File: src/rtl/tick_gen.sv
// tick_gen: power-of-two tick enable generator with run/pause, single-step and
// glitch-free speed change. Define TICK_GEN_SYNC_EN to add 2-flop input synchronisers.
module tick_gen #(
   parameter int unsigned NUM_SPEEDS = 4,
   parameter int unsigned SLOW_SHIFT = 25,
   parameter int unsigned STEP_SHIFT = 1,
   parameter int unsigned CNT_W      = SLOW_SHIFT + 1,
   parameter int unsigned TCNT_W     = 16,
   localparam int unsigned SPD_W     = $clog2(NUM_SPEEDS)
) (
   input  logic              clk,
   input  logic              rst,
   input  logic              en,
   input  logic [SPD_W-1:0]  speed_sel,
   input  logic              step,
   output logic              tick,
   output logic              tick_sq,
   output logic [TCNT_W-1:0] tick_count,
   output logic              running
);

   generate
      if (NUM_SPEEDS < 2) begin : g_chk_num
         $error("tick_gen: NUM_SPEEDS must be at least 2");
      end
      if (SLOW_SHIFT < (NUM_SPEEDS - 1) * STEP_SHIFT) begin : g_chk_shift
         $error("tick_gen: SLOW_SHIFT too small for NUM_SPEEDS/STEP_SHIFT");
      end
   endgenerate

   typedef enum logic {
      S_PAUSE = 1'b0,
      S_RUN   = 1'b1
   } state_t;

   logic              w_en;
   logic              w_step;
   logic [SPD_W-1:0]  w_speed_in;
   logic [SPD_W-1:0]  w_sel;
   logic [CNT_W-1:0]  w_last;

   state_t            r_state;
   logic [CNT_W-1:0]  r_cnt;
   logic [SPD_W-1:0]  r_active_sel;
   logic              r_step_d;
   logic              r_tick;
   logic              r_tick_sq;
   logic [TCNT_W-1:0] r_tick_count;
   logic              r_running;

`ifdef TICK_GEN_SYNC_EN
   logic [1:0]        r_en_sync;
   logic [1:0]        r_step_sync;
   logic [SPD_W-1:0]  r_sel_sync0;
   logic [SPD_W-1:0]  r_sel_sync1;

   // step synchroniser resets high so a held button cannot fake a rising edge
   always_ff @(posedge clk or posedge rst) begin
      if (rst) begin
         r_en_sync   <= '0;
         r_step_sync <= '1;
         r_sel_sync0 <= '0;
         r_sel_sync1 <= '0;
      end else begin
         r_en_sync   <= {r_en_sync[0], en};
         r_step_sync <= {r_step_sync[0], step};
         r_sel_sync0 <= speed_sel;
         r_sel_sync1 <= r_sel_sync0;
      end
   end

   assign w_en       = r_en_sync[1];
   assign w_step     = r_step_sync[1];
   assign w_speed_in = r_sel_sync1;
`else
   assign w_en       = en;
   assign w_step     = step;
   assign w_speed_in = speed_sel;
`endif

   assign w_sel = (w_speed_in > SPD_W'(NUM_SPEEDS - 1)) ? SPD_W'(NUM_SPEEDS - 1) : w_speed_in;

   function automatic logic [CNT_W-1:0] f_last(input int unsigned k);
      f_last = (CNT_W'(1) << (SLOW_SHIFT - k * STEP_SHIFT)) - CNT_W'(1);
   endfunction

   // terminal count per speed is a constant; only the mux is built in hardware
   always_comb begin
      w_last = '0;
      for (int unsigned k = 0; k < NUM_SPEEDS; k++) begin
         if (r_active_sel == SPD_W'(k)) w_last = f_last(k);
      end
   end

   always_ff @(posedge clk or posedge rst) begin
      if (rst) begin
         r_state      <= S_PAUSE;
         r_cnt        <= '0;
         r_active_sel <= '0;
         r_step_d     <= 1'b1;
         r_tick       <= 1'b0;
         r_tick_sq    <= 1'b0;
         r_tick_count <= '0;
         r_running    <= 1'b0;
      end else begin
         r_step_d <= w_step;
         if (r_tick) begin
            r_tick_sq    <= ~r_tick_sq;
            r_tick_count <= r_tick_count + TCNT_W'(1);
         end
         case (r_state)
            S_PAUSE: begin
               r_cnt        <= '0;
               r_active_sel <= w_sel;
               r_tick       <= w_step & ~r_step_d;
               if (w_en) begin
                  r_state   <= S_RUN;
                  r_running <= 1'b1;
               end
            end
            S_RUN: begin
               if (!w_en) begin
                  r_state   <= S_PAUSE;
                  r_running <= 1'b0;
                  r_cnt     <= '0;
                  r_tick    <= 1'b0;
               end else if (r_cnt == w_last) begin
                  r_cnt        <= '0;
                  r_tick       <= 1'b1;
                  r_active_sel <= w_sel;
               end else begin
                  r_cnt  <= r_cnt + CNT_W'(1);
                  r_tick <= 1'b0;
               end
            end
            default: begin
               r_state   <= S_PAUSE;
               r_running <= 1'b0;
               r_cnt     <= '0;
               r_tick    <= 1'b0;
            end
         endcase
      end
   end

   assign tick       = r_tick;
   assign tick_sq    = r_tick_sq;
   assign tick_count = r_tick_count;
   assign running    = r_running;

endmodule

File: config.mk
export PLATFORM = sky130hd
export DESIGN_NAME = tick_gen
export DESIGN_NICKNAME = d
export VERILOG_FILES = /design/src/rtl/tick_gen.sv
export SDC_FILE = /design/constraint.sdc
export NUM_CORES = 1
export LEC_CHECK = 0
export ABC_AREA = 1
export BUFFER_PORTS_ARGS = -buffer_cell sky130_fd_sc_hd__buf_2
export CORE_UTILIZATION = 35
export CTS_CLUSTER_SIZE = 40
export DETAILED_ROUTE_END_ITERATION = 16
export GPL_TIMING_DRIVEN = 0
export PLACE_DENSITY = 0.56
export SLEW_MARGIN = 10
export SYNTH_ARGS = -nofsm -noshare
export SYNTH_HDL_FRONTEND = slang
export SYNTH_SLANG_ARGS = --single-unit
File: constraint.sdc
create_clock -name clk -period 2.2 [get_ports clk]
set_clock_uncertainty 0.2 [all_clocks]
set_input_delay 0.33 -clock clk [delete_from_list [all_inputs] [get_ports clk]]
set_output_delay 0.33 -clock clk [all_outputs]
set_load 0.03 [all_outputs]
* Word-level counts from Yosys, hierarchy flattened
Index checks and enable logic that the tools add are counted.
Operators by class: eq/ne operators 8, order comparisons 1, add/sub/neg operators 2, multiplexer cells 18, reductions and logical operators 3, bitwise gates (word level) 4
Operators with widths (number):
- $mux W26 | 5
- $pmux W26 S2 | 1
- $add A26 B1 Y26 const B | 1
- $eq A26 B26 Y1 | 1
- $mux W25 | 1
- $add A16 B1 Y16 const B | 1
- $mux W2 | 3
- $ne A2 B2 Y1 const B | 3
- $mux W1 | 5
- $eq A2 B2 Y1 const B | 2
- $pmux W1 S2 | 2
- $pmux W2 S2 | 1
- $reduce_and A2 Y1 | 2
- $not A1 Y1 | 3
- $eq A2 B1 Y1 const B | 1
- $gt A2 B2 Y1 const B | 1
- $logic_not A2 Y1 | 1
- $ne A2 B1 Y1 const B | 1
- $and A1 B1 Y1 | 1
Storage, ports and cells: register bits 49, output and inout port bits 19, input bits 6, logic and storage cells 44

* Depth between registers and ports, before layout
Gate-level depths: netlist of run 1.
depth after elaboration 9, mapped depth 10, mapped depth without buffers 10

* Worst setup path after synthesis of run 1
OpenSTA, ideal clock, no wires.
path type reg-to-reg, start reg r_tick_count[0] (netlist: tick_count[0]), end reg r_tick_count[12] (netlist: tick_count[12]), setup slack 0.390 ns, library setup time 0.124 ns, data required time 1.876 ns, arrival time 1.486 ns, stages on the path, launching flop included 7, period minus slack after synthesis 1.810 ns, buffers on the path 0, path through dfrtp_1 > ha_1 > nand3_1 > nand3b_1 > nor2_1 > nand3_1 > xor2_1
On the way: word-level cells in the longest chain between the ends 1
Ends and longest elaborated chain:
- start: declaration | line 48 | logic [TCNT_W-1:0] r_tick_count;
- start signal: assignment | line 109 | r_tick_count <= r_tick_count + TCNT_W'(1);
- $add A16 B1 Y16 | line 109
No other way between the ends. A chain may end at the register's enable or synchronous reset.

* Final worst setup path of run 1
start reg r_cnt[0], end reg r_cnt[7]
On the way: word-level cells in the longest chain between the ends 4, elaborated cells on any way between the ends 5, those cells by class add/sub: 1; eq/ne: 1; mux: 3
Ends and longest elaborated chain:
- start: declaration | line 43 | logic [CNT_W-1:0] r_cnt;
- start signal: assignment | line 132 | r_cnt <= r_cnt + CNT_W'(1);
- $add A26 B1 Y26 or $eq A26 B26 Y1 (tied branches) | line 132, 127
- $mux W26 * | line 127 | end else if (r_cnt == w_last) begin
- $mux W26 * | line 122 | if (!w_en) begin
- $pmux W26 S2 * | line 111 | case (r_state)
Every way passes the cells marked *; elsewhere a longest branch is shown, timed or not.

==> reports/qor.yml, run 1 <==
outcome: "finished clean"
clk_pin_slew_worst_paths_ps: 90
drive_gt1_share_pct: 12.7
antenna_found_initial: 0
clk_path_buf_depth: 2
maxCapViolCount: 0
die_w_um: 87.4
nNetsFinal: 370
tightestPinTransition_ps: 563
avgSynthCellArea_um2: 7.83
initial_utilization_pct: 36.9
vdd_drop_max_mv: 0.269
syn-cell-area_um2: 2550
syn2layout_area_growth_pct: 14.6
synth_seq_area_share_pct: 48.1
fp.dieH_um: 87.4
cts_sinks: 49
cp.required_ps: 2200
dr.pass1.iters: 4
die-area_um2: 7630
synth.distinct_cells: 26
power_mw: 1.82
dp.final_hpwl_um: 4110
clkLatencyLatePin_ps: 310
hold_class: "in2reg"
wl_um: 5460
slew-limit-headroom_pct: 62.2
endpoint_kind: "register"
whs_path_depth: 3
vias: 2074
hold_viol: 0
start_kind: "register"
pin_count: 25
track_usage_pct: 15.9
cts_buffers: 5
grt_setup_unrepaired: "false"
routedWlPerCell_um: 11.9
pwr_density_cell_nw_per_um2: 622
period_needed_ps: 2030
ant_nets: 0
fin_area_um2: 2920
final-setup-viol-count: 0
synth_nets: 335
post-route-drc-count: 0
grt_overflow_total: 0
critPathKind: "reg2reg"
std_cell_rows: 30
grt_pass1_wl_um: 9310
worst_ep_arrival_time_ps: 2030
grt_pass1_vias: 1995
drt_iter0_drc: 91
placed_cell_area_um2: 2810
cts_tree: "built"
ys_warn_count: 0
crit_fanout: 10
synth_seq_cells: 49
maxSlewViolCount: 0
htreeDepth: 2
reg2reg_depth: 9
grt_max_degree: 28
core_area_um2: 6910
clock_tree.root_cell: "clkbuf_8"
io_buffers: 24
diodes: 0
fmax_mhz: 493
period_share_pct: 92.2
detail_route.vias_per_cell: 4.53
layout_commonest_cell: "nand2_1"
synth_cells: 326
cts_resized: 0
final_cell_mix: "93 x nand2_1, 57 x nor2_1, 48 x dfrtp_1, 38 x inv_1, 24 x buf_2"
power.leakage_nw: 1.36
gp_congestion: 0.842
==> routing by layer <==
layer  global-route usage (%)  part of all wire, %  vias up
met4                     3.58                 0.64        0
met5                        0                    0        -
met2                     25.5                   44       27
li1                         -                    -     1071
met3                     3.13                  2.5        4
met1                     22.2                   52      972
==> Yosys cell counts <==
cell type / instances / area, um^2
a21oi_1: 3 / 15.0
nor4_1: 1 / 6.26
nand4_1: 5 / 31.3
dfrtp_1: 48 / 1200
inv_2: 1 / 3.75
clkbuf_2: 1 / 5.00
xnor2_1: 8 / 70.1
or2_2: 2 / 12.5
nor2_1: 57 / 214
buf_6: 1 / 11.3
nand2_2: 2 / 12.5
ha_1: 3 / 37.5
nand3b_1: 2 / 15.0
xor2_1: 17 / 149
nand2_1: 93 / 349
nand3_2: 1 / 10.0
nor3_1: 7 / 35.0
o21ai_4: 1 / 16.3
inv_1: 39 / 146
nor2_4: 2 / 22.5
dfstp_2: 1 / 26.3
nor2_2: 2 / 12.5
nand3_1: 18 / 90.1
o21ai_0: 8 / 40.0
clkbuf_1: 1 / 3.75
o21bai_1: 2 / 15.0
==> registers in the layout, summed over array words and instances, names as in the netlist <==
signal,count
r_step_d,1
r_state,1
tick_sq,1
tick,1
running,1
r_active_sel,2
tick_count,16
r_cnt,26
==> report_power, final <==
group / switching [mW] / total [mW] / internal, mW
Clock: 0.299 / 0.523 / 0.224
Combinational: 0.194 / 0.283 / 0.0890
Sequential: 0.0544 / 1.01 / 0.956
Total: 0.547 / 1.82 / 1.27
==> path summary, 6_finish.rpt <==
check	slack (ps)	start	to
worst max-delay path	170	r_cnt[0]	r_cnt[7]
worst min-delay path	60	speed_sel[0]	r_active_sel[0]
worst max register to register	170	r_cnt[0]	r_cnt[7]
worst min register to register	260	tick_sq	tick_sq
max in group asynchronous	870	rst	tick_count[12]
min in group asynchronous	410	rst	tick_count[2]
==> worst max-delay path, cell delays in order, from the launching register on <==
cell and delay [ps]:
dfrtp_1 380, ha_1 170, nand2_1 120, nor2_4 180
nand2_2 110, inv_2 90, nand3_2 100, o21ai_4 320
buf_6 190, nor2_1 50
==> through the flow <==
step | std cells | hold WS [ps] | util (%) | setup TNS, ps | worst slack [ps]
finish | 458 | 55.9 | 42.3 | 0 | 172
global route | 458 | 69.7 | 42.3 | 0 | 14.5
CTS | 458 | 59.3 | 42.3 | 0 | 152
detailed placement | 447 | 209 | 40.7 | 0 | 168
global placement | 446 | 247 | 40.4 | -11370 | -239
floorplan | 326 | 134 | - | 0 | 390
==> what timing repair did <==
item | CTS | global route
setup buffers | 0 | 0
hold buffers | 3 | 0
hold endpoints to repair | 23 | 0
==> cells by family (layout without fill, tap and decap cells) <==
group / after synthesis / count (layout) / synth area share [%]
AOI/OAI and AO/OA: 14 / 14 / 3.38
xor gates and xnor gates: 25 / 25 / 8.58
adders and majority gates: 3 / 3 / 1.47
buffers and inverters: 43 / 79 / 6.67
DFF: 49 / 49 / 48.1
and+or+nand+nor: 192 / 192 / 31.8
==> cell type report <==
type                    instances  area [um^2]
repair buffers                 28          170
clock buffers                   7         76.3
plain buffers                   3         20.0
fillers                       735         3980
clock inverters                 1         5.00
well taps                      96          120
inverters                      40          150
multi-input cells             234         1150
flip-flops and latches         49         1230
(Power assumes the default switching activity.)
==> run 2, diff against run 1 <==
CORE_ASPECT_RATIO = 0.9   (was default)
==> run 2 against run 1 <==
  * Non-clock buffer count stayed put
  * First-iteration DRC count grew 34%
  * Highest routed layer unchanged
  * Design area grew 0.47%
  * The run now ends with DRC left
  * Sequential share of layout area fell by 0.20 points
  * Via count fell by 1.3%
  * Fmax up 2.2%
  * Power increased by 2.3%
==> reports/qor.yml, run 2 (synthesis gave the netlist of run 1 again) <==
outcome: "finished, violations left"
violations: "DRC"
grt_setup_unrepaired: "true"
period_share_pct: 90.2  # -2.0 points
vdd_drop_max_mv: 0.292  # +8.6%
wl_um: 5200  # -4.7%
fin_cells: 455  # -0.66%
period_needed_ps: 1980  # -44.4 ps
die-area_um2: 7640  # about the same
endpoint_kind: "register"
diodes: 0  # unchanged
fillers: 732  # -0.41%
htreeDepth: 2  # unchanged
grt_overflow_total: 0  # unchanged
reg2reg_depth: 9  # unchanged
regMostFlops: "r_cnt"
regArea_um2: 1230  # unchanged
clock_tree.root_cell: "clkbuf_8"
min-delay-start: "speed_sel[1]"
placed_cell_area_um2: 2810  # -0.13%
fp.dieH_um: 83.0  # -5.0%
track_usage_pct: 15.1  # -0.78 points
pin_count: 25  # unchanged
cp.required_ps: 2190  # about the same
critPathKind: "reg2reg"
hold_class: "in2reg"
r2r_start: "r_cnt[0]"
cts_tree: "built"
ant_nets: 0  # unchanged
post-route-drc-count: 2  # +2
cts_buffers: 5  # unchanged
hold_viol: 0  # unchanged
drt_iter0_drc: 122  # +34%
maxCapViolCount: 0  # unchanged
dr.pass1.iters: 12  # +8
grt_pass1_wl_um: 9220  # -0.97%
routedWlPerCell_um: 11.4  # -4.1%
clk_path_buf_depth: 2  # unchanged
nNetsFinal: 370  # unchanged
start_kind: "register"
tightestPinTransition_ps: 504  # -58.2 ps
antenna_found_initial: 0  # unchanged
syn2layout_area_growth_pct: 15.1
fmax_mhz: 504  # +2.2%
clkLatencyLatePin_ps: 300  # about the same
maxSlewViolCount: 0  # unchanged
crit_fanout: 10  # unchanged
power.leakage_nw: 1.37  # +0.65%
pwr_density_cell_nw_per_um2: 633  # +1.8%
vias: 2048  # -1.3%
die_w_um: 92.0  # +5.3%
layout_commonest_cell: "nand2_1"
timing.critical_path.from: "r_cnt[0]"
fin_area_um2: 2940  # +0.47%
io_buffers: 24  # unchanged
multi_input_area_um2: 1160  # +0.22%
worst_ep_arrival_time_ps: 1980  # -50 ps
whs_path_depth: 3  # unchanged
dp.cells: 444  # -0.67%
drive_gt1_share_pct: 13.5  # +0.83 points
initial_utilization_pct: 36.2  # -0.70 points
r2r_slack_ps: 220  # +40 ps
clk_pin_slew_worst_paths_ps: 90  # about the same
grt_max_degree: 33  # +18%
std_cell_rows: 29  # -3.3%
final_cell_mix: "93 x nand2_1, 56 x nor2_1, 48 x dfrtp_1, 38 x inv_1, 24 x buf_2"
core_area_um2: 7040  # +1.9%
slew-limit-headroom_pct: 66.1  # +3.9 points
holdPathEnd: "r_active_sel[1]"
grt_pass1_vias: 1955  # -2.0%
dp.final_hpwl_um: 3990  # -3.1%
largest_reg_flops: 26  # unchanged
r2r-end: "r_cnt[3]"
cts_sinks: 49  # unchanged
finalWorstSetupSlack_ps: 216  # +44.4 ps
final-setup-viol-count: 0  # unchanged
pre_cts_ws_ps: 173  # +4.31 ps
detail_route.vias_per_cell: 4.50  # -0.60%
gp_congestion: 0.835  # -0.89%
run 2: changes by cell type in the layout (fill, tap and decap cells not counted), sizes merged:
| cell | delta |
|---|---|
| clkinv | +1 |
| clkbuf | -1 |
run 2: through the flow:
stage / total power, mW / setup TNS, ps / hold WS [ps] / utilization (%)
6_report: 1.86 / 0 / 59.0 / 41.7
3_5_place_dp: 1.32 / 0 / 146 / 39.9
2_1_floorplan: 1.22 / 0 / 134 / -
4_1_cts: 1.89 / 0 / 51.8 / 41.7
5_1_grt: 1.96 / -6.00 / 59.8 / 41.7
3_3_place_gp: 1.31 / -11250 / 247 / 39.6
run 2: timing repair:
action,4_1_cts,5_1_grt
buffers inserted,0,0
resized for setup,0,1
hold endpoints to repair,19,0
hold buffers,3,0
setup endpoints to repair,0,13
run 2: per-layer routing:
metal	GRT usage, %	share of wire [%]	vias up
met5	0	0	-
met4	4.26	0.85	0
met3	2.75	3.1	4
met2	21.7	41	20
met1	23.1	55	948
li1	-	-	1076
run 2: where the power goes:
part	switching, mW	internal (mW)	leakage, nW	total, mW
sequential	0.0572	0.956	0.664	1.01
combinational	0.197	0.0896	0.656	0.287
clock	0.303	0.255	0.0512	0.559
total	0.557	1.30	1.37	1.86
run 2: worst max-delay path, stage by stage (launching register included):
cell	delay, ps
dfrtp_1	380
ha_1	170
nand2_1	110
nor2_4	170
nand2_2	120
inv_2	90
nand3_2	90
o21ai_4	290
buf_6	190
nor2_1	50
run 2: worst max-delay path by stage:
stage / to / slack [ps] / cells past startpoint
after global routing: r_cnt[12] / -6 / 9
after floorplan: tick_count[12] / 390 / 6
after global placement: r_cnt[21] / -240 / 2
after CTS: r_cnt[15] / 160 / 10
after detailed placement: r_cnt[15] / 170 / 10
final: r_cnt[3] / 220 / 9
run 2: layout make-up:
type,count,area share (%)
Tap cell,93,3.96
Clock inverter,2,0.469
Timing Repair Buffer,28,5.79
Multi-Input combinational cell,234,39.4
Inverter,40,5.11
Buffer,3,0.682
Clock buffer,6,2.81
Sequential cell,49,41.8
==> run 3, diff against run 2 <==
clock period = 2.1 ns   (was 2.2 ns; I/O delays follow)
==> run 3 against run 2 <==
  * The run still ends with DRC left
  * Wire length increased by 1.4%
  * Core utilization up 0.53 points
  * Register-to-register slack hardly changed
  * Cell count grew 0.88%
  * Sequential share of layout area is 0.53 points lower
  * Flip-flop and latch count did not move
  * Hold slack got worse by 17 ps
  * Design area increased by 1.3%
  * Largest power group unchanged
==> reports/qor.yml, run 3 (synthesis gave the netlist of run 1 again) <==
outcome: "finished, violations left"
violations: "DRC"
gp_congestion: 0.835  # unchanged
pin_count: 25  # unchanged
final_cell_mix: "92 x nand2_1, 56 x nor2_1, 48 x dfrtp_1, 38 x inv_1, 24 x buf_2"
dr.pass1.iters: 12  # unchanged
vdd_drop_max_mv: 0.306  # +4.9%
maxCapViolCount: 0  # unchanged
track_usage_pct: 15.1  # unchanged
r2r_slack_ps: 210  # about the same
endpoint_kind: "register"
clkLatencyLatePin_ps: 300  # about the same
grt_overflow_total: 0  # unchanged
regMostFlops: "r_cnt"
hold_viol: 0  # unchanged
grt_max_degree: 33  # unchanged
syn2layout_area_growth_pct: 16.6
grt_pass1_vias: 1955  # unchanged
period_needed_ps: 1970
crit_fanout: 10  # unchanged
maxSlewViolCount: 0  # unchanged
diodes: 0  # unchanged
clk_pin_slew_worst_paths_ps: 90  # about the same
slew-limit-headroom_pct: 66.3  # +0.23 points
finalWorstSetupSlack_ps: 129  # -87.1 ps
layout_commonest_cell: "nand2_1"
pwr_density_cell_nw_per_um2: 656  # +3.7%
htreeDepth: 2  # unchanged
antenna_found_initial: 0  # unchanged
start_kind: "input pin"
nNetsFinal: 374  # +1.1%
grt_setup_unrepaired: "false"
dp.final_hpwl_um: 3990  # unchanged
r2r_start: "r_cnt[0]"
wl_um: 5280  # +1.4%
final-setup-viol-count: 0  # unchanged
tightestPinTransition_ps: 501  # -3.42 ps
utilization_pct: 42.3  # +0.53 points
drt_iter0_drc: 124  # +1.6%
post-route-drc-count: 2  # unchanged
initial_utilization_pct: 36.2  # unchanged
cts_sinks: 49  # unchanged
cts_buffers: 5  # unchanged
pre_cts_ws_ps: 72.6  # -100 ps
hold_class: "in2reg"
detail_route.vias_per_cell: 4.51  # about the same
die-area_um2: 7640  # unchanged
std_cell_rows: 29  # unchanged
largest_reg_flops: 26  # unchanged
worst_ep_arrival_time_ps: 1970  # about the same
critPathKind: "in2reg"
min-delay-start: "speed_sel[1]"
fp.dieH_um: 83.0  # unchanged
cp.required_ps: 2100  # -90 ps
clock_tree.root_cell: "clkbuf_8"
fmax_mhz: 507
vias: 2068  # +0.98%
io_buffers: 24  # unchanged
period_share_pct: 93.8
fin_setup_tns_ps: 0  # unchanged
placed_cell_area_um2: 2810  # unchanged
drive_gt1_share_pct: 14.8  # +1.2 points
core_area_um2: 7040  # unchanged
routedWlPerCell_um: 11.5  # +0.56%
cts_tree: "built"
die_w_um: 92.0  # unchanged
ant_nets: 0  # unchanged
timing.critical_path.from: "en"
clk_path_buf_depth: 2  # unchanged
power.leakage_nw: 1.39  # +1.5%
power_mw: 1.95  # +5.1%
grt_pass1_wl_um: 9220  # unchanged
fin_area_um2: 2970  # +1.3%
==> run 3: layout make-up <==
cell class	count	area, um^2
timing repair buffer	32	200
fill	729	4070
tap	93	116
sequential	49	1230
buffer	3	20.0
clock inverter	2	13.8
inverter	40	150
multi-input combinational	234	1160
clock buffer	6	82.6
==> run 3: path summary, 6_finish.rpt <==
path / endpoint / depth (start not counted)
worst max-delay path: r_active_sel[0] / 9
worst min-delay path: r_active_sel[1] / 3
worst max register to register: r_cnt[15] / 10
worst min register to register: tick_sq / 1
max in group asynchronous: r_step_d / 4
min in group asynchronous: r_cnt[3] / 3
==> run 3: stage by stage <==
step	instances	hold slack, ps
after floorplan	326	119
after global placement	443	232
after detailed placement	444	131
after CTS	455	36.8
after global routing	459	44.8
final	459	42.1
==> run 3: critical path: stages <==
cell           delay, ps
dlygate4sd3_1        510
buf_2                110
clkbuf_1             370
inv_1                130
ha_1                 260
inv_1                 90
nand2_1               70
nand2_1               60
nand2_1               50
==> run 3: what timing repair did <==
| action | 4_1_cts | 5_1_grt |
|---|---|---|
| hold buffers | 3 | 0 |
| gates resized for setup | 0 | 3 |
| setup endpoints to repair | 0 | 16 |
| endpoints found under the hold margin | 19 | 0 |
| setup buffers | 0 | 4 |
==> run 3: routing by layer <==
| metal | global-route usage, % | share of wire (%) |
|---|---|---|
| met4 | 4.26 | 0.38 |
| met3 | 2.75 | 2.7 |
| met5 | 0 | 0 |
| met2 | 21.7 | 41 |
| met1 | 23.1 | 56 |
==> run 3: where the power goes <==
part,switching [mW],internal [mW]
Clock,0.320,0.268
Combinational,0.207,0.0960
Sequential,0.0599,1.00
Total,0.587,1.37
